==> src/rtl/usb_ep_stream_bridge.sv <==
// usb_ep_stream_bridge: buffered bridge between USB OUT/IN endpoint ports and valid/ready byte streams.
// Define USB_EP_BRIDGE_ZLP_EN to send a zero-length packet after an idle full-size IN packet.
module usb_ep_stream_bridge #(
    parameter int OUT_DEPTH   = 32,
    parameter int IN_DEPTH    = 16,
    parameter int MAX_PKT     = 32,
    parameter int TIMEOUT_W   = 4,
    parameter int TIMEOUT_CYC = 8
) (
    input  logic       i_clk,
    input  logic       i_rst,
    output logic       o_outEp_req,
    input  logic       i_outEp_grant,
    input  logic       i_outEp_dataAvail,
    output logic       o_outEp_dataGet,
    input  logic [7:0] i_outEp_data,
    output logic       o_inEp_req,
    input  logic       i_inEp_grant,
    input  logic       i_inEp_dataFree,
    output logic       o_inEp_dataPut,
    output logic [7:0] o_inEp_data,
    output logic       o_inEp_dataDone,
    output logic       o_inEp_stall,
    input  logic [7:0] i_in_data,
    input  logic       i_in_valid,
    output logic       o_in_ready,
    output logic [7:0] o_out_data,
    output logic       o_out_valid,
    input  logic       i_out_ready
);
    localparam int OAW = $clog2(OUT_DEPTH);
    localparam int OCW = OAW + 1;
    localparam int IAW = $clog2(IN_DEPTH);
    localparam int ICW = IAW + 1;
    localparam int PW  = $clog2(MAX_PKT + 1);
    localparam logic [OAW:0]           OUT_THR  = OCW'(OUT_DEPTH - MAX_PKT);
    localparam logic [PW-1:0]          PKT_LAST = PW'(MAX_PKT - 1);
    localparam logic [TIMEOUT_W-1:0]   TO_LAST  = TIMEOUT_W'(TIMEOUT_CYC - 1);

    typedef enum logic [1:0] {O_IDLE, O_REQ, O_GET} oState_t;
    typedef enum logic [2:0] {I_IDLE, I_REQ, I_FILL, I_WAIT, I_DONE} iState_t;

    logic [7:0] outMem [OUT_DEPTH];
    logic [7:0] inMem [IN_DEPTH];
    logic [OAW-1:0] outWr, outRd;
    logic [OAW:0] outCnt;
    logic [IAW-1:0] inWr, inRd;
    logic [IAW:0] inCnt;
    oState_t oState, oNext;
    iState_t iState, iNext;
    logic [PW-1:0] pktCnt;
    logic [TIMEOUT_W-1:0] timer;
    logic outEmpty, inEmpty, outPop, inPush, zlpGo, zlpNow;

    assign outEmpty = outCnt == '0;
    assign inEmpty = inCnt == '0;
    assign o_out_valid = !outEmpty;
    assign o_out_data = outEmpty ? 8'h00 : outMem[outRd];
    assign o_in_ready = !inCnt[IAW];
    assign o_inEp_data = inEmpty ? 8'h00 : inMem[inRd];
    assign o_inEp_stall = 1'b0;
    assign outPop = o_out_valid && i_out_ready;
    assign inPush = i_in_valid && o_in_ready;

`ifdef USB_EP_BRIDGE_ZLP_EN
    logic zlpPending, zlpSent;
    assign zlpNow = zlpPending && inEmpty;
    assign zlpGo = zlpNow && timer >= TO_LAST;
    assign zlpSent = iState == I_REQ && i_inEp_grant && zlpNow;
    always_ff @(posedge i_clk) begin
        if (i_rst) zlpPending <= 1'b0;
        else zlpPending <= o_inEp_dataPut ? pktCnt == PKT_LAST : (inPush || zlpSent) ? 1'b0 : zlpPending;
    end
`else
    assign zlpNow = 1'b0;
    assign zlpGo = 1'b0;
`endif

    always_ff @(posedge i_clk) begin
        if (o_outEp_dataGet) outMem[outWr] <= i_outEp_data;
        if (inPush) inMem[inWr] <= i_in_data;
    end

    always_ff @(posedge i_clk) begin
        if (i_rst) begin
            outWr <= '0;
            outRd <= '0;
            outCnt <= '0;
            inWr <= '0;
            inRd <= '0;
            inCnt <= '0;
            oState <= O_IDLE;
            iState <= I_IDLE;
            pktCnt <= '0;
            timer <= '0;
        end else begin
            outWr <= outWr + OAW'(o_outEp_dataGet);
            outRd <= outRd + OAW'(outPop);
            outCnt <= outCnt + OCW'(o_outEp_dataGet) - OCW'(outPop);
            inWr <= inWr + IAW'(inPush);
            inRd <= inRd + IAW'(o_inEp_dataPut);
            inCnt <= inCnt + ICW'(inPush) - ICW'(o_inEp_dataPut);
            oState <= oNext;
            iState <= iNext;
            pktCnt <= (iState == I_REQ) ? '0 : pktCnt + PW'(o_inEp_dataPut);
            // idle timer also runs in I_IDLE so a pending ZLP can time out there
            timer <= (iState == I_DONE || (iState == I_FILL && iNext == I_WAIT)) ? '0 :
                     (timer != '1 && (iState == I_WAIT || iState == I_IDLE)) ? timer + TIMEOUT_W'(1) : timer;
        end
    end

    // a whole packet must fit before requesting, so dataGet never has to stall mid-packet
    always_comb begin
        oNext = oState;
        o_outEp_req = 1'b0;
        o_outEp_dataGet = 1'b0;
        case (oState)
            O_IDLE: oNext = (i_outEp_dataAvail && outCnt <= OUT_THR) ? O_REQ : O_IDLE;
            O_REQ: begin
                o_outEp_req = 1'b1;
                oNext = i_outEp_grant ? O_GET : O_REQ;
            end
            O_GET: begin
                o_outEp_req = 1'b1;
                o_outEp_dataGet = i_outEp_dataAvail;
                oNext = i_outEp_dataAvail ? O_GET : O_IDLE;
            end
            default: oNext = O_IDLE;
        endcase
    end

    always_comb begin
        iNext = iState;
        o_inEp_req = 1'b0;
        o_inEp_dataPut = 1'b0;
        o_inEp_dataDone = 1'b0;
        case (iState)
            I_IDLE: iNext = (i_inEp_dataFree && (!inEmpty || zlpGo)) ? I_REQ : I_IDLE;
            I_REQ: begin
                o_inEp_req = 1'b1;
                if (i_inEp_grant) iNext = zlpNow ? I_DONE : I_FILL;
            end
            I_FILL: begin
                o_inEp_req = 1'b1;
                o_inEp_dataPut = i_inEp_grant && i_inEp_dataFree && !inEmpty;
                if (o_inEp_dataPut) iNext = (pktCnt == PKT_LAST) ? I_DONE : I_FILL;
                else if (!i_inEp_dataFree) iNext = I_IDLE;
                else if (inEmpty) iNext = I_WAIT;
            end
            I_WAIT: begin
                o_inEp_req = 1'b1;
                iNext = !inEmpty ? I_FILL : (timer == TO_LAST) ? I_DONE : I_WAIT;
            end
            I_DONE: begin
                o_inEp_req = 1'b1;
                o_inEp_dataDone = 1'b1;
                iNext = I_IDLE;
            end
            default: iNext = I_IDLE;
        endcase
    end
endmodule

==> config.mk <==
export PLATFORM = sky130hd
export DESIGN_NAME = usb_ep_stream_bridge
export DESIGN_NICKNAME = d
export VERILOG_FILES = /design/src/rtl/usb_ep_stream_bridge.sv
export SDC_FILE = /design/constraint.sdc
export NUM_CORES = 1
export LEC_CHECK = 0
export ABC_AREA = 1
export CAP_MARGIN = 20
export CORE_MARGIN = 1
export CORE_UTILIZATION = 60
export DETAILED_ROUTE_END_ITERATION = 12
export MAX_ROUTING_LAYER = met4
export PLACE_DENSITY_LB_ADDON = 0.05
export SETUP_SLACK_MARGIN = 0.02
export SYNTH_ARGS = -nofsm -noshare
export SYNTH_HDL_FRONTEND = slang
export SYNTH_SLANG_ARGS = --single-unit
==> constraint.sdc <==
create_clock -name i_clk -period 3.13 [get_ports i_clk]
set_input_delay 0.313 -clock i_clk [delete_from_list [all_inputs] [get_ports i_clk]]
set_output_delay 0.313 -clock i_clk [all_outputs]
set_load 0.05 [all_outputs]
# ---- Word level (Yosys, flattened, before mapping)
# Memory sizes are Yosys's and may differ from the RTL's. A register that Yosys moved wholly into a read port is not among the register bits.
# Index checks and enable logic that the tools add are counted.
dict set report word_totals {
  reg_bits 44
  ramBits 384
  inputBits 24
  out_inout_bits 24
  wordCells 80
  mem_count 2
}
# memory words word_bits rd rd_ports_with_merged_regs write_ports line_no
set memory_table {}
lappend memory_table {outMem 32 8 1 1 1 43} ;# logic [7:0] outMem [OUT_DEPTH];
lappend memory_table {inMem 16 8 1 1 1 44} ;# logic [7:0] inMem [IN_DEPTH];
dict set report classes {
  addsub 10
  magnitude_cmp 1
  n_eq_ne 10
  mux 26
  reduce_logical 21
}
# cell n
set op_table {}
lappend op_table {{$mux W3} 7}
lappend op_table {{$mux W8} 2}
lappend op_table {{$add A5 B1 Y5} 3}
lappend op_table {{$add A6 B1 Y6} 2}
lappend op_table {{$pmux W3 S4} 1}
lappend op_table {{$mux W1} 11}
lappend op_table {{$eq A3 B2 Y1 const B} 3}
lappend op_table {{$add A4 B1 Y4} 2}
lappend op_table {{$logic_and A1 B1 Y1} 8}
lappend op_table {{$eq A6 B5 Y1 const B} 1}
lappend op_table {{$le A6 B1 Y1 const B} 1}
lappend op_table {{$logic_not A6 Y1} 1}
lappend op_table {{$pmux W2 S3} 1}
lappend op_table {{$reduce_or A2 Y1} 3}
lappend op_table {{$sub A6 B1 Y6} 1}
lappend op_table {{$logic_not A5 Y1} 1}
lappend op_table {{$mux W5} 1}
lappend op_table {{$sub A5 B1 Y5} 1}
lappend op_table {{$add A4 B1 Y4 const B} 1}
lappend op_table {{$eq A4 B3 Y1 const B} 1}
lappend op_table {{$mux W2} 2}
lappend op_table {{$mux W4} 1}
lappend op_table {{$ne A4 B4 Y1 const B} 1}
lappend op_table {{$reduce_or A4 Y1} 1}
lappend op_table {{8 further kinds} 11}

# ---- Logic depth before layout (Yosys ltp)
# Gate-level depths: netlist (run 1).
dict set report depth {
  depth_word 9
  depth_mapped 15
  ltp_nobuf 15
}

# ---- Worst setup path after synthesis (run 1)
# Ideal clock, no wire load.
dict set report synth_path {
  path_kind {register to register}
  from {register outCnt[2]}
  to {register outCnt[4]}
  setup_ns 0.121
  arrival_time_ns 2.831
  t_required_ns 3.009
  setup_slack_ns 0.178
  stages_incl_launch_ff 16
  n_path_buf 0
  period_less_slack_ns 2.952
  path_cell_list {dfxtp_1 -> inv_1 -> ha_1 -> nand4_1 -> inv_1 -> nor2_1 -> ha_1 -> inv_1 -> ha_1 -> fa_1 -> nand2_1 -> inv_1 -> o21ai_0 -> nand2_1 -> o21ai_0 -> a21oi_1}
}
dict set report synth_via {
  elab_chain_cells 4
  word_cells_on_any_way 5
  classes_between {add/sub: 2; reduce/logical: 3}
}
# item line_no
set synth_rtl {}
lappend synth_rtl {{from (decl)} 46} ;# logic [OAW:0] outCnt;
lappend synth_rtl {{from (signal assigned)} 99} ;# outCnt <= outCnt + OCW'(o_outEp_dataGet) - OCW'(outPop);
lappend synth_rtl {{$logic_not A6 Y1} 55} ;# assign outEmpty = outCnt == '0;
lappend synth_rtl {{$logic_not A1 Y1} 57} ;# assign o_out_valid = !outEmpty;
lappend synth_rtl {{net o_out_valid} 28} ;# output logic o_out_valid,
lappend synth_rtl {{$logic_and A1 B1 Y1} 62} ;# assign outPop = o_out_valid && i_out_ready;
lappend synth_rtl {{$sub A6 B1 Y6} 99}
# The timed path passes the listed nets, and every way through them passes these cells.
# A chain may end at the register's enable or synchronous reset.

==> impl_metrics.tcl, run 1 <==
set metrics [dict create \
    status "finished, final reports clean" \
    grt_max_degree 84 \
    setup_violations 0 \
    first_pass_iters 5 \
    skew_ns 0.0404 \
    postCtsSetupRepairBufs 0 \
    grt.total_usage_pct 27.4 \
    vias_per_cell 5.55 \
    timing.final.crit_share_pct 94.1 \
    seq_area_frac_synth_pct 67.9 \
    ctsHoldBuffers 0 \
    gp_congestion 0.855 \
    drive_gt1_share_pct 7.44 \
    grt_pass1_wl_um 62900 \
    hold_violations 0 \
    die_w_um 177 \
    dp_slack_ns 0.419 \
    leakagePower_nw 8.04 \
    layout_setup_ws_ns 0.185 \
    gr-total-overflow 0 \
    nets 1867 \
    ys_types 31 \
    r2r-end "inCnt[4]$_SDFF_PP0_" \
    path_delay_family "simple AND/OR/NAND/NOR gates" \
    start_kind "flip-flop" \
    syn-cell-area_um2 18300 \
    whs_ns 0.390 \
    irDropWorstVdd_uv 620 \
    grt_pass1_vias 11600 \
    min_path_type "in -> reg" \
    cp_data_required_time_ns 2.82 \
    postCtsResizedCells 1 \
    ant_nets 0 \
    clkSlewWorstSetupHoldPaths_ns 0.06 \
    rsz0062_at_grt "no" \
    fmax_ghz 0.340 \
    setup_tns_ns 0 \
    period_needed_ns 2.94 \
    routed_wl_um 40500 \
    syn_inst 1740 \
    dp_hpwl_um 24500 \
    min-delay-start "i_outEp_grant" \
    relSlewSlack_pct 36.5 \
    drc 0 \
    numCtsBuffers 44 \
    totalPowerFinal_mw 14.8 \
    fin_area_um2 20800 \
    crit_chain "nand2_1 > inv_1 > nand3_1 > nand3_1 > nor2_1 > nor2_1 > buf_12" \
    clock-root-buffer "clkbuf_16" \
    die_h_um 177 \
    clock-sinks 428 \
    synth_seq_cells 428 \
    rrSetupSlack_ns 0.55 \
    die-area_um2 31200 \
    antenna-diode-count 0 \
    core_um2 29800 \
    cp_slowest_cell "dfxtp_2" \
    drv_cap 0 \
    place_area_um2 19500 \
    tritoncts "built" \
    syn_nets 1795 \
    synth_warnings 0 \
    endpoint_kind "primary output" \
    drt-initial-drc-count 1129 \
    power_density_nw_per_um2 714 \
    start_util_pct 61.3 \
    hold-path-endpoint "oState[1]$_SDFF_PP0_" \
    grt_antenna_before_repair 0 \
    cp_num_buf_inv 2 \
    htree_levels 2 \
    clock_latency_ns 0.55 \
    worstPathMaxFanout 21 \
    worst_ep_arrival_time_ns 2.63 \
    post_drt_wl_per_cell_um 18.2 \
    cpPeakStageDelay_ns 0.63 \
    finalMaxSlewViolations 0 \
    timing.rr.start "inCnt[2]$_SDFF_PP0_" \
    portBuffers 46 \
    row_count 63 \
    io-pin-count 48 \
    syn_area_per_cell_um2 10.5 \
    via_count 12400 \
    r2r_cells 13 \
    synthToLayoutAreaGrowth_pct 13.7 \
    holdPathStages 3 \
    clock_path_buffers 3 \
    worstMarginPinSlew_ns 0.948 \
    crit_type "reg -> out" \
]
-- cell type report --
cell class / instances / area [um2]
multi-input combinational: 1064 / 4850
sequential: 428 / 12400
tap: 390 / 488
timing repair buffer: 103 / 1070
fill: 2228 / 9020
inverter: 171 / 643
clock inverter: 20 / 138
clock buffer: 55 / 1160
-- worst reg2reg max path, cell delays in order, from the launching register on --
cell and delay, ns:
dfxtp_1 0.31, inv_1 0.09, ha_1 0.19, nand4_1 0.19
nand3_1 0.16, inv_1 0.06, ha_1 0.28, inv_1 0.05
ha_1 0.14, inv_1 0.06, fa_1 0.42, o31ai_1 0.30
o21ai_0 0.11, a21oi_1 0.14
-- sequential cells by signal (all words and copies together), names as in the netlist, 5 cells and up --
signal  flops
outWr       5
outRd       5
outCnt      6
inCnt       5
pktCnt      6
outMem    256
inMem     128
-- through the flow --
| step | instances | util (%) |
|---|---|---|
| 3_3_place_gp | 2156 | 65.3 |
| 3_5_place_dp | 2156 | 65.3 |
| 5_1_grt | 2231 | 69.7 |
| 6_report | 2231 | 69.7 |
| 4_1_cts | 2231 | 69.7 |
| 2_1_floorplan | 1740 | - |
-- per-layer routing --
layer / vias up / wire [um] / global-route usage (%)
met3: 85 / 2770 / 3.64
met1: 5867 / 16800 / 35.5
met4: 0 / 1010 / 7.65
met2: 459 / 19900 / 45.7
met5: - / 0 / -
li1: 5967 / - / -
-- worst max path at each step --
stage	startpoint	to	cells past startpoint
finish	outRd[2]$_SDFF_PP0_	o_out_data[1]	7
global route	outRd[2]$_SDFF_PP0_	o_out_data[2]	9
CTS	inRd[1]$_SDFF_PP0_	o_inEp_data[0]	8
detailed placement	i_inEp_dataFree	inCnt[4]$_SDFF_PP0_	13
global placement	i_inEp_dataFree	inCnt[4]$_SDFF_PP0_	13
floorplan	outCnt[2]$_SDFF_PP0_	outCnt[4]$_SDFF_PP0_	15
-- power by group --
part,leakage [nW],switching [mW],internal (mW)
combinational,3.59,2.32,1.22
clock,0.633,2.05,2.77
sequential,3.82,0.0967,6.37
total,8.04,4.46,10.4
-- kinds of logic (layout without fill, tap and decap cells) --
logic type	after synthesis	after routing	share of synthesized area (%)
adders and majority gates	31	31	2.20
and+or+nand+nor	862	862	19.2
xor gates and xnor gates	8	8	0.383
DFF	428	428	67.9
AOI/OAI and AO/OA	162	162	4.74
buffers and inverters	248	349	5.57
other	1	1	0.0205
-- synth_stat cells, drive strengths merged --
| master | instances | area, um2 |
|---|---|---|
| a211oi | 2 | 15.0 |
| a21o | 1 | 7.51 |
| a21oi | 36 | 180 |
| buf | 48 | 266 |
| clkbuf | 29 | 109 |
| clkinv | 2 | 7.51 |
| conb | 1 | 3.75 |
| dfxtp | 44 | 881 |
| edfxtp | 384 | 11500 |
| fa | 2 | 40.0 |
| ha | 29 | 363 |
| inv | 169 | 634 |
| nand2 | 381 | 1430 |
| nand3 | 193 | 966 |
| nand4 | 4 | 25.0 |
| nor2 | 278 | 1050 |
| nor3 | 3 | 15.0 |
| nor3b | 1 | 7.51 |
| o211ai | 18 | 135 |
| o21ai | 103 | 515 |
| o22ai | 1 | 6.26 |
| o31ai | 1 | 7.51 |
| or2 | 2 | 12.5 |
| xnor2 | 5 | 43.8 |
| xor2 | 3 | 26.3 |
-- cell usage in the layout, fill, tap and decap left out, drive strengths merged --
| master | count |
|---|---|
| a211oi | 2 |
| nor2 | 278 |
| nand2 | 381 |
| xor2 | 3 |
| o211ai | 18 |
| nor3b | 1 |
| nand4 | 4 |
| o31ai | 1 |
| or2 | 2 |
| xnor2 | 5 |
| clkinvlp | 1 |
| buf | 73 |
| edfxtp | 384 |
| o21ai | 103 |
| conb | 1 |
| a21o | 1 |
| nand3 | 193 |
| o22ai | 1 |
| bufinv | 2 |
| a21oi | 36 |
| inv | 168 |
| clkdlybuf4s50 | 30 |
| clkbuf | 55 |
| clkinv | 20 |
| dfxtp | 44 |
| ha | 29 |
| nor3 | 3 |
| fa | 2 |
No activity file was read; power rests on OpenSTA's default activity.
==> inputs of run 2 (changes only) <==
- ABC_CLOCK_PERIOD_IN_PS: default -> 3130
==> results of run 2 <==
The final DEF is identical to that of run 1; final timing and power are the same.
==> RTL change 1: new RTL, config.mk and constraints of run 1 <==
Set the parameter `IN_DEPTH` to 8 (it was 16).
--- a/src/rtl/usb_ep_stream_bridge.sv
+++ b/src/rtl/usb_ep_stream_bridge.sv
@@ -4,3 +4,3 @@
     parameter int OUT_DEPTH   = 32,
-    parameter int IN_DEPTH    = 16,
+    parameter int IN_DEPTH    = 8,
     parameter int MAX_PKT     = 32,
Behaviour: no difference found for any inputs over 4 cycles, from zero or initial values and one cycle with i_rst high; that may be too few to reach the edited logic, so the function may still have changed.
==> RTL change 1 against run 1 <==
- worst hold slack better by 0.038 ns
- worst setup slack improved by 0.038 ns
- clock power fell by 6.6%
- power shrank 12%
- synthesized area fell by 15%
- maximum frequency grew 1.3%
- highest routed layer unchanged
- sequential cell count is 67 lower
- routed wire length shrank 15%
- sequential power shrank 16%
- design area down 15%
==> RTL change 1: results (changes against run 1) <==
metric	value	unit	change
status	completed		unchanged
launching point of the worst reg2reg path	outCnt[2]		was inCnt[2]
Resized Gates After CTS	0		was 1
Hold Worst Slack	0.429	ns	was 0.390 ns
biggest regs	outMem (256), inMem (64)		was outMem (256), inMem (128)
average wire per cell in the routed design	18.2	um	about the same
Setup crit end	o_out_data[2]		was o_out_data[1]
Setup Skew	0.0236	ns	was 0.0404 ns
fin crit period	2.91	ns	was 2.94 ns
worst setup path startpoint	outRd[0]		was outRd[2]
maximum ir drop on the vdd rail	0.655	mV	was 0.620 mV
mux contribution to synthesized area	0.00517		was 0
source-to-sink clock delay at the later pin of the worst-skew pair	0.52	ns	was 0.55 ns
largest fanout on the critical path	135		was 21
first-pass GRT wire length	54200	um	was 62,900 um
number of filler cells placed in the layout	1815		was 2,228
mean area per synthesized cell	10.5	um^2	about the same
top cell types by occurrence after synthesis	338 x sky130_fd_sc_hd__nand2_1, 320 x sky130_fd_sc_hd__edfxtp_1, 213 x sky130_fd_sc_hd__nor2_1, 155 x sky130_fd_sc_hd__nand3_1, 146 x sky130_fd_sc_hd__inv_1		was 384 x sky130_fd_sc_hd__edfxtp_1, 381 x sky130_fd_sc_hd__nand2_1, 277 x sky130_fd_sc_hd__nor2_1, 193 x sky130_fd_sc_hd__nand3_1, 166 x sky130_fd_sc_hd__inv_1
cell with the largest stage delay on the worst path	sky130_fd_sc_hd__buf_12		was sky130_fd_sc_hd__dfxtp_2
vias in the first global route	10077		was 11,568
Least-Margin Pin Slew	0.808	ns	was 0.948 ns
Cells after DPL	1829		was 2,156
final-stage net count	1592		was 1,867
fraction of final layout cells sized beyond drive strength 1	0.0805		was 0.0744
gr usage total	0.279		was 0.274
final weighted congestion in routability-driven placement	0.839		was 0.855
==> RTL change 1: cell count changes in the layout (fill, tap and decap cells not counted), sizes merged, moves of 11 or more <==
cell and change:
inv -18, nand3 -38, nor2 -64, buf -11
o211ai -18, edfxtp -64, o21ai -13, nand2 -43
==> RTL change 1: where the power goes <==
part	switching [mW]	internal [mW]	total, mW
Sequential	0.0674	5.38	5.44
Combinational	2.18	0.988	3.17
Clock	1.77	2.73	4.50
==> RTL change 1: worst max-delay path: cells and delay by family (launching register included) <==
| kind | cells | cell delay (ns) |
|---|---|---|
| and+or+nand+nor | 8 | 0.97 |
| buffers and inverters | 2 | 0.63 |
| DFF | 1 | 0.36 |
==> RTL change 1: final cells by class <==
type | instances | share of cell area
clock buffer | 46 | 0.0579
clock inverter | 21 | 0.0127
inverter | 151 | 0.0322
multi-input combinational | 895 | 0.234
sequential | 361 | 0.591
tap | 330 | 0.0234
timing repair buffer | 92 | 0.0483
==> RTL change 1: logic make-up (layout without fill, tap and decap cells) <==
kind of cell,Yosys count,after routing
adder cells (fa/ha/maj),30,30
flip-flops,361,361
AND/OR/NAND/NOR,718,718
buffers and inverters,215,310
XOR/XNOR,7,7
AO/OA/AOI/OAI,131,131
multiplexers,8,8
other,1,1
==> RTL change 1: metal layers <==
| layer | track usage | wire length, um | vias up |
|---|---|---|---|
| met2 | 0.445 | 16700 | 433 |
| met5 | - | 0 | - |
| met1 | 0.366 | 14300 | 4949 |
| li1 | - | - | 5049 |
| met4 | 0.0981 | 1070 | 0 |
| met3 | 0.0415 | 2540 | 81 |
==> RTL change 2: new RTL, flow settings as in run 1 <==
Without the edit above. The 5 states of `iState_t` get a one-hot encoding in 5 bits.
--- a/src/rtl/usb_ep_stream_bridge.sv
+++ b/src/rtl/usb_ep_stream_bridge.sv
@@ -40,3 +40,3 @@
     typedef enum logic [1:0] {O_IDLE, O_REQ, O_GET} oState_t;
-    typedef enum logic [2:0] {I_IDLE, I_REQ, I_FILL, I_WAIT, I_DONE} iState_t;
+    typedef enum logic [4:0] {I_IDLE = 5'b00001, I_REQ = 5'b00010, I_FILL = 5'b00100, I_WAIT = 5'b01000, I_DONE = 5'b10000} iState_t;
 
Formal check against the unedited RTL: no difference found for any inputs over 4 cycles, from zero or initial values and one cycle with i_rst high; so few cycles prove little.
==> RTL change 2 against run 1 <==
- design area rose by 1.2%
- critical endpoint is now o_out_data[5]
- sequential cell count rose by 2
- maximum frequency decreased by 1.5%
- worst setup slack worse by 0.044 ns
- synthesized area rose by 0.67%
- routed wire length rose by 5.3%
- cell count increased by 0.72%
- power is 1.6% higher
==> RTL change 2: results (changes against run 1) <==
metric	value	unit	change
DR vias/cell	5.55		about the same
met3 WL post-DR	2810	um	was 2770 um
Clk Tree Root Cell	sky130_fd_sc_hd__clkbuf_16		unchanged
multi-input combinational area share	0.232		was 0.233
top cell types by occurrence after synthesis	384 x sky130_fd_sc_hd__edfxtp_1, 360 x sky130_fd_sc_hd__nand2_1, 285 x sky130_fd_sc_hd__nor2_1, 196 x sky130_fd_sc_hd__nand3_1, 162 x sky130_fd_sc_hd__inv_1		was 384 x sky130_fd_sc_hd__edfxtp_1, 381 x sky130_fd_sc_hd__nand2_1, 277 x sky130_fd_sc_hd__nor2_1, 193 x sky130_fd_sc_hd__nand3_1, 166 x sky130_fd_sc_hd__inv_1
vias in the first global route	12084		was 11,568
gr usage total	0.289		was 0.274
number of clock buffers in the layout	50		was 55
distinct cell type count after synthesis	36		was 31
final-stage net count	1878		was 1,867
ys flop type	sky130_fd_sc_hd__edfxtp_1		unchanged
maximum buffer depth of the clock tree	3		unchanged
cells taking the most area after synthesis	sky130_fd_sc_hd__edfxtp_1 63%, sky130_fd_sc_hd__nand2_1 7.3%, sky130_fd_sc_hd__nor2_1 5.8%		was sky130_fd_sc_hd__edfxtp_1 63%, sky130_fd_sc_hd__nand2_1 7.8%, sky130_fd_sc_hd__nor2_1 5.7%
crit path DAT	2.68	ns	was 2.63 ns
bufs w/o clock	109		was 103
Hold Startpoint	i_outEp_dataAvail		was i_outEp_grant
antenna violations before repair	0		unchanged
half-perimeter wire length after placement	26200	um	was 24,500 um
Detailed Route Iter0 Violations	1194		was 1,129
Setup Skew	0.0130	ns	was 0.0404 ns
count of TritonRoute iterations in the first routing pass	6		was 5
number of warnings issued by yosys	0		unchanged
Net Count, Synth	1800		was 1,795
status	completed		unchanged
maximum number of pins on one net before global-route repair	95		was 84
Register Area	12500	um^2	was 12,400 um^2
worst relative slew slack	0.438		was 0.365
longest individual stage delay on the worst path	0.63	ns	about the same
clock buffer and inverter area fraction after layout	0.0663		was 0.0626
number of cells in the finished layout apart from fillers	2247		was 2,231
cell with the largest stage delay on the worst path	sky130_fd_sc_hd__dfxtp_1		was sky130_fd_sc_hd__dfxtp_2
Hold Path Class	primary input to flop		unchanged
reported leakage power	8.11	nW	was 8.04 nW
detailed-routed wire length on met2	21000	um	was 19,900 um
number of buffers created by CTS	43		was 44
multi-input combinational gate total	1070		was 1,064
largest fanout on the critical path	16		was 21
number of filler cells placed in the layout	2173		was 2,228
first-pass GRT wire length	66300	um	was 62,900 um
Signal buf overhead	0.0546		was 0.0517
grt met3 use	0.0326		was 0.0364
met2 Resource Use GR	0.476		was 0.457
number of sequential storage elements	430		was 428
fraction of final layout cells sized beyond drive strength 1	0.0829		was 0.0744
routed length on met1	17700	um	was 16,800 um
Resized Gates After CTS	0		was 1
met1 Track Usage GR	0.378		was 0.355
final weighted congestion in routability-driven placement	0.949		was 0.855
Logic inverters	169		was 171
maximum ir drop on the vdd rail	0.679	mV	was 0.620 mV
mean area per synthesized cell	10.5	um^2	about the same
wirelength, routed	42700	um	was 40,500 um
sequential-to-total area share from yosys stat	0.677		was 0.679
## RTL change 2: cell types whose count changed after synthesis, moves of 5 or more
cell / change
sky130_fd_sc_hd__o21ai_0: +10
sky130_fd_sc_hd__a21oi_1: +10
sky130_fd_sc_hd__buf_4: +5
sky130_fd_sc_hd__o211ai_1: -12
sky130_fd_sc_hd__nand2_1: -21
sky130_fd_sc_hd__nor2_1: +8
sky130_fd_sc_hd__clkbuf_1: -13
sky130_fd_sc_hd__buf_6: +6
## RTL change 2: report_power, final
group / internal, mW / total [mW] / switching, mW
logic: 1.21 / 3.52 / 2.31
registers: 6.39 / 6.47 / 0.0811
clock network: 2.97 / 5.08 / 2.11
total: 10.6 / 15.1 / 4.51
## RTL change 2: kinds of logic (layout without fill, tap and decap cells)
group	Yosys count	count (layout)	synth area share
AO/OA/AOI/OAI	172	172	0.0484
XOR/XNOR	8	8	0.00381
adder cells (fa/ha/maj)	31	31	0.0219
buffers and inverters	245	357	0.0582
flip-flops	430	430	0.677
other	1	1	0.000204
AND/OR/NAND/NOR	858	858	0.191
## RTL change 2: path summary, 6_finish.rpt
kind	cells after the start	endpoint	slack (ns)
worst min register to register	2	pktCnt[5]	0.46
worst max-delay path	7	o_out_data[5]	0.14
worst max register to register	13	inCnt[4]	0.56
worst min-delay path	3	oState[0]	0.40
## RTL change 2: through the flow
stage / worst slack, ns / instance area [um^2] / hold WS, ns
after CTS: 0.0407 / 21000 / 0.389
after global routing: 0.0182 / 21000 / 0.442
final: 0.141 / 21000 / 0.401
after floorplan: 0.0904 / 18400 / 0.386
after global placement: 0.587 / 19600 / 0.447
after detailed placement: 0.539 / 19600 / 0.450
